## src/rtl/neuron_layer_sequencer_pkg.sv

```systemverilog
// Shared definitions for the fully-connected layer sequencer: state encodings,
// default layer sizes shared with the address generator and ALU, and a width helper.
package neuron_layer_sequencer_pkg;

  localparam int DEF_N_INPUTS  = 4;
  localparam int DEF_N_NEURONS = 3;
  localparam int DEF_RD_LAT    = 2;
  localparam int DEF_IDX_W     = 8;

  typedef enum logic [2:0] {
    ST_IDLE  = 3'd0,
    ST_CLR   = 3'd1,
    ST_READ  = 3'd2,
    ST_DRAIN = 3'd3,
    ST_BIAS  = 3'd4,
    ST_WRITE = 3'd5,
    ST_DONE  = 3'd6
  } seq_state_e;

  // Bits needed to hold max_val (at least one).
  function automatic int cnt_width(input int max_val);
    int w;
    w = 1;
    while ((1 << w) <= max_val) w++;
    return w;
  endfunction

endpackage

```

## src/rtl/neuron_layer_sequencer_seq_counter.sv

```systemverilog
// Up-counter with exact terminal-count compare; on enable at the terminal value it
// returns to zero, so the count never exceeds TC.
module seq_counter #(
  parameter int W  = 8,
  parameter int TC = 0
) (
  input  logic         clk,
  input  logic         reset,
  input  logic         clr,
  input  logic         en,
  output logic [W-1:0] count,
  output logic         last
);

  assign last = (count == W'(TC));

  always_ff @(posedge clk) begin
    if (!reset) begin
      count <= '0;
    end else if (clr) begin
      count <= '0;
    end else if (en) begin
      count <= last ? '0 : count + W'(1);
    end
  end

endmodule

```

## src/rtl/neuron_layer_sequencer.sv

```systemverilog
// Control sequencer for one fully-connected layer: clears, reads, drains and writes
// back each neuron in turn. Define SEQ_BIAS_EN to add a one-cycle BIAS state per neuron.
//
// state | meaning
// IDLE  | waiting for start (blocked while hold)
// CLR   | clear address generator and accumulator for this neuron
// READ  | one AG_read per input, in_idx 0..N_INPUTS-1
// DRAIN | wait RD_LAT cycles for the last product (skipped when RD_LAT==0)
// BIAS  | bias read, accumulated immediately (SEQ_BIAS_EN only)
// WRITE | write neuron result at neuron_idx
// DONE  | one-cycle done pulse, then back to IDLE
module neuron_layer_sequencer
  import neuron_layer_sequencer_pkg::*;
#(
  parameter int N_INPUTS  = DEF_N_INPUTS,
  parameter int N_NEURONS = DEF_N_NEURONS,
  parameter int RD_LAT    = DEF_RD_LAT,
  parameter int IDX_W     = DEF_IDX_W
) (
  input  logic             clk,
  input  logic             reset,
  input  logic             start,
  input  logic             hold,
  output logic             busy,
  output logic             done,
  output logic             AG_rst,
  output logic             AG_read,
  output logic [IDX_W-1:0] in_idx,
  output logic             ALU_rst,
  output logic             mac_en,
  output logic             bias_rd,
  output logic             wr_en,
  output logic [IDX_W-1:0] neuron_idx,
  output logic [IDX_W-1:0] wr_addr
);

  localparam int DR_TC = (RD_LAT > 0) ? RD_LAT - 1 : 0;
  localparam int DR_W  = cnt_width(DR_TC);

  seq_state_e state, state_nxt;

  logic            in_clr, in_en, in_last;
  logic            dr_clr, dr_en, dr_last;
  logic            nr_clr, nr_en, nr_last;
  logic [DR_W-1:0] dr_count;
  logic            mac_dly;
  seq_state_e      after_read;

  seq_counter #(.W(IDX_W), .TC(N_INPUTS - 1)) u_in_cnt (
    .clk   (clk),
    .reset (reset),
    .clr   (in_clr),
    .en    (in_en),
    .count (in_idx),
    .last  (in_last)
  );

  seq_counter #(.W(DR_W), .TC(DR_TC)) u_drain_cnt (
    .clk   (clk),
    .reset (reset),
    .clr   (dr_clr),
    .en    (dr_en),
    .count (dr_count),
    .last  (dr_last)
  );

  seq_counter #(.W(IDX_W), .TC(N_NEURONS - 1)) u_neuron_cnt (
    .clk   (clk),
    .reset (reset),
    .clr   (nr_clr),
    .en    (nr_en),
    .count (neuron_idx),
    .last  (nr_last)
  );

  assign wr_addr = neuron_idx;
  assign busy    = (state != ST_IDLE);

`ifdef SEQ_BIAS_EN
  assign after_read = ST_BIAS;
`else
  assign after_read = ST_WRITE;
`endif

  always_ff @(posedge clk) begin
    if (!reset) begin
      state <= ST_IDLE;
    end else begin
      state <= state_nxt;
    end
  end

  // Every strobe and counter step is qualified by !hold so a stalled action repeats on release.
  always_comb begin
    state_nxt = state;
    AG_rst    = 1'b0;
    ALU_rst   = 1'b0;
    AG_read   = 1'b0;
    bias_rd   = 1'b0;
    wr_en     = 1'b0;
    done      = 1'b0;
    in_clr    = 1'b0;
    in_en     = 1'b0;
    dr_clr    = 1'b0;
    dr_en     = 1'b0;
    nr_clr    = 1'b0;
    nr_en     = 1'b0;
    case (state)
      ST_IDLE: begin
        if (start && !hold) begin
          state_nxt = ST_CLR;
          nr_clr    = 1'b1;
        end
      end
      ST_CLR: begin
        AG_rst  = !hold;
        ALU_rst = !hold;
        if (!hold) begin
          in_clr    = 1'b1;
          dr_clr    = 1'b1;
          state_nxt = ST_READ;
        end
      end
      ST_READ: begin
        AG_read = !hold;
        if (!hold) begin
          in_en = 1'b1;
          if (in_last) begin
            state_nxt = (RD_LAT > 0) ? ST_DRAIN : after_read;
          end
        end
      end
      ST_DRAIN: begin
        if (!hold) begin
          dr_en = 1'b1;
          if (dr_last) state_nxt = after_read;
        end
      end
`ifdef SEQ_BIAS_EN
      ST_BIAS: begin
        bias_rd = !hold;
        if (!hold) state_nxt = ST_WRITE;
      end
`endif
      ST_WRITE: begin
        wr_en = !hold;
        if (!hold) begin
          if (nr_last) begin
            state_nxt = ST_DONE;
          end else begin
            nr_en     = 1'b1;
            state_nxt = ST_CLR;
          end
        end
      end
      ST_DONE: begin
        done = !hold;
        if (!hold) begin
          nr_clr    = 1'b1;
          state_nxt = ST_IDLE;
        end
      end
      default: state_nxt = ST_IDLE;
    endcase
  end

  // Read-to-accumulate delay line; it keeps shifting through hold and sees the gated AG_read.
  generate
    if (RD_LAT == 0) begin : g_no_dly
      assign mac_dly = AG_read;
    end else begin : g_dly
      logic [RD_LAT-1:0] pipe;
      always_ff @(posedge clk) begin
        if (!reset) begin
          pipe <= '0;
        end else begin
          pipe[0] <= AG_read;
          for (int i = 1; i < RD_LAT; i++) pipe[i] <= pipe[i-1];
        end
      end
      assign mac_dly = pipe[RD_LAT-1];
    end
  endgenerate

  // The bias term needs no memory latency compensation: it accumulates in its own cycle.
  assign mac_en = mac_dly | bias_rd;

endmodule

```

## config.mk

```make
export PLATFORM = sky130hd
export DESIGN_NAME = neuron_layer_sequencer
export DESIGN_NICKNAME = d
export VERILOG_FILES = /design/src/rtl/neuron_layer_sequencer_pkg.sv /design/src/rtl/neuron_layer_sequencer_seq_counter.sv /design/src/rtl/neuron_layer_sequencer.sv
export SDC_FILE = /design/constraint.sdc
export NUM_CORES = 1
export LEC_CHECK = 0
export CELL_PAD_IN_SITES_DETAIL_PLACEMENT = 1
export CELL_PAD_IN_SITES_GLOBAL_PLACEMENT = 1
export CORE_MARGIN = 2
export CORE_UTILIZATION = 35
export CTS_CLUSTER_SIZE = 10
export DETAILED_ROUTE_END_ITERATION = 6
export PLACE_DENSITY_LB_ADDON = 0.15
export SYNTH_ARGS = -nofsm -noshare
export SYNTH_HDL_FRONTEND = slang
export SYNTH_HIERARCHICAL = 1
export SYNTH_SLANG_ARGS = --single-unit
```

## constraint.sdc

```tcl
create_clock -name clk -period 2.6 [get_ports clk]
set_clock_uncertainty 0.1 [all_clocks]
set_input_delay 0.39 -clock clk [delete_from_list [all_inputs] [get_ports clk]]
set_output_delay 0.39 -clock clk [all_outputs]
set_load 0.02 [all_outputs]
```

==> impl_metrics.toml <==
[status]
status = "completed"

[placed_design]
io_buffers = 34
placed_area_um2 = 1630
dp_hpwl_um = 2430
gp_congestion = 0.797
dp_slack_ps = 211

[finish]
antenna_cells = 0
final_util_pct = 46.6
drive_gt1_share_pct = 14.0
nNetsFinal = 187
area_delta_synth_final_pct = 29.2
fill_cells = 439
fin_area_um2 = 1690

[die]
die_area_um2 = 4250
die_w_um = 65.2
start_util_pct = 36.1
core-area_um2 = 3630
io_pins = 36
row_count = 22
die_y_um = 65.2

[synth]
synthFlopType = "dfxtp_1"
async_flop_share_pct = 0
syn_avg_cell_area_um2 = 8.68
yosys_warnings = 6
synthCells = 151
synth.distinct_cells = 45
yosys.area.top_type_share_pct = 33.6
synth_edf_count = 0
synthTopCellsByArea = "dfxtp_1 (34%), buf_4 (8.0%), a21oi_1 (3.8%)"
syn_nets = 158
ys_seq_area_share_pct = 33.6
synth_area_um2 = 1310
synth_top_area_cell = "dfxtp_1"
ys_ff_latch = 22

[setup_path]
critPathMaxFanout = 5
critical_path_required_ps = 2110
worstSetupStartpointType = "input pin"
critical_path_class = "in -> out"
crit_top_cell = "clkdlybuf4s50_1"
worstPathArrival_ps = 1930
crit_path_end_kind = "output pin"
slowest_delay_ps = 630
cp_slowest_cell = "clkdlybuf4s50_1"
crit_chain = "clkdlybuf4s50_1 > nand2b_2 > nor3_2 > clkdlybuf4s50_1"

[timing]
tns_ps = 0
layout_setup_ws_ps = 184
rsz0062_at_grt = "false"
fmaxAchievable_mhz = 414
period_needed_ps = 2420
setup_viol = 0
final_hold_viol_count = 0
fin_crit_sh_pct = 92.9
final_max_slew_viol_count = 0

[clock_network]
cts_inserted_buffers = 3
clockBufferDepth = 2
h-tree-depth = 1
cts_tree = "done"
cts-root-buf = "clkbuf_8"
worstSkewPairLatency_ps = 260
cts_hold_buffers = 0
clk_pin_slew_ps = 80
clkSinkCount = 22

[drt]
drt_iter0_drc = 43
avgViaCountPerCell = 5.15
wl_per_cell_um = 13.9
drc = 0
vias = 1170
drtPass1Iterations = 4
ant_nets = 0
routed_wl_um = 3160

[global_routing]
grtUsageMet2_pct = 29.5
grt.overflow.total = 0
grt_util_met1_pct = 19.8
grt_pass1_wl_um = 5480
grt_busiest_layer = "met2"
grt_max_degree = 16
use_met3_pct = 2.57
antenna_found_initial = 0
first_global_vias = 1194
track_usage_pct = 16.5

[power_and_ir_drop]
irDropWorstVdd_uv = 178
p_leak_nw = 0.572
powerDensity_nw_per_um2 = 394

[min_path]
min_path_type = "reg -> reg"

[run]
cap_violations = 0
-- worst paths after layout --
check	startpoint	endpoint	slack, ps	depth (start not counted)
setup reg to reg	u_neuron_cnt/count[0]	u_neuron_cnt/count[7]	240	9
hold / removal	g_dly.pipe[0]	g_dly.pipe[1]	340	1
setup / recovery	hold	AG_read	180	4
hold reg to reg	g_dly.pipe[0]	g_dly.pipe[1]	340	1
-- state kept, by name, summed over array words and instances, names as in the netlist --
signal	count
g_dly.pipe	2
u_neuron_cnt/count	8
u_in_cnt/count	8
u_drain_cnt/count	1
state	3
-- cell type report --
class / instances / area (um2) / share of cell area (%)
repair buffers: 42 / 400 / 23.7
well taps: 48 / 60.1 / 3.55
multi-input cells: 105 / 714 / 42.2
clock buffers: 4 / 55.1 / 3.25
inverters: 6 / 22.5 / 1.33
flip-flops and latches: 22 / 440 / 26.0
-- cell usage after synthesis (2+ instances only) --
| library cell | instances |
|---|---|
| buf_2 | 2 |
| o21ai_0 | 7 |
| or3_1 | 6 |
| dfxtp_1 | 22 |
| and2_1 | 2 |
| nand2_1 | 8 |
| xnor2_1 | 2 |
| nand2b_1 | 2 |
| nand3_1 | 3 |
| xor2_1 | 5 |
| or4b_4 | 2 |
| nand4_1 | 7 |
| ha_1 | 3 |
| buf_4 | 14 |
| nor4_1 | 2 |
| nor2b_1 | 5 |
| nor3_1 | 4 |
| o31ai_1 | 2 |
| nor2_1 | 11 |
| o22ai_1 | 2 |
| buf_6 | 2 |
| inv_1 | 5 |
| nand3b_1 | 2 |
| a21oi_1 | 10 |
-- power breakdown --
part           internal, W  switching [W]
Clock             0.000135       0.000113
Combinational    0.0000344      0.0000391
Sequential        0.000340     0.00000543
Total             0.000509       0.000158
-- through the flow --
stage	power [W]	hold slack (ps)	std cells
detailed placement	0.000427	324	223
CTS	0.000675	347	227
global placement	0.000426	317	223
finish	0.000667	338	227
global route	0.000704	358	227
floorplan	0.000404	312	151
-- worst max-delay path, delay by kind of cell --
family	cells	cell delay, ps
buf+inv	2	1120
simple gates	2	420
-- cell usage in the layout, fill, tap and decap left out, types with 2 or more instances in the layout --
cell type / count
clkdlybuf4s50_1: 34
dfxtp_1: 22
nor2_1: 11
a21oi_1: 10
nand2_1: 8
buf_4: 8
o21ai_0: 7
nand4_1: 7
or3_1: 6
inv_1: 5
nor2b_1: 5
xor2_1: 5
clkbuf_8: 4
nor3_1: 3
nand3_1: 3
ha_1: 3
nor4_1: 2
nor3_2: 2
o22ai_1: 2
nand3b_1: 2
o31ai_1: 2
and2_1: 2
xnor2_1: 2
nand2b_1: 2
or4b_4: 2
-- logic make-up (layout without fill, tap and decap cells) --
logic type | Yosys count | count (layout) | synth area share [%]
buffers and inverters | 24 | 52 | 12.2
flip-flops | 22 | 22 | 33.6
AO/OA/AOI/OAI | 29 | 29 | 15.7
multiplexers | 1 | 1 | 0.764
other | 1 | 1 | 0.286
adder cells (fa/ha/maj) | 3 | 3 | 2.87
XOR/XNOR | 7 | 7 | 4.68
AND/OR/NAND/NOR | 64 | 64 | 29.9
-- what timing repair did --
item,4_1_cts,5_1_grt
buffers inserted,0,0
gates resized for setup,0,1
endpoints found under the setup margin,0,2
-- per-layer routing --
| metal | vias up | wire (um) |
|---|---|---|
| li1 | 580 | - |
| met1 | 568 | 1390 |
| met2 | 20 | 1690 |
| met3 | 2 | 64 |
| met4 | 0 | 23 |
| met5 | - | 0 |
Note: power is estimated with default switching activity, not from simulation.
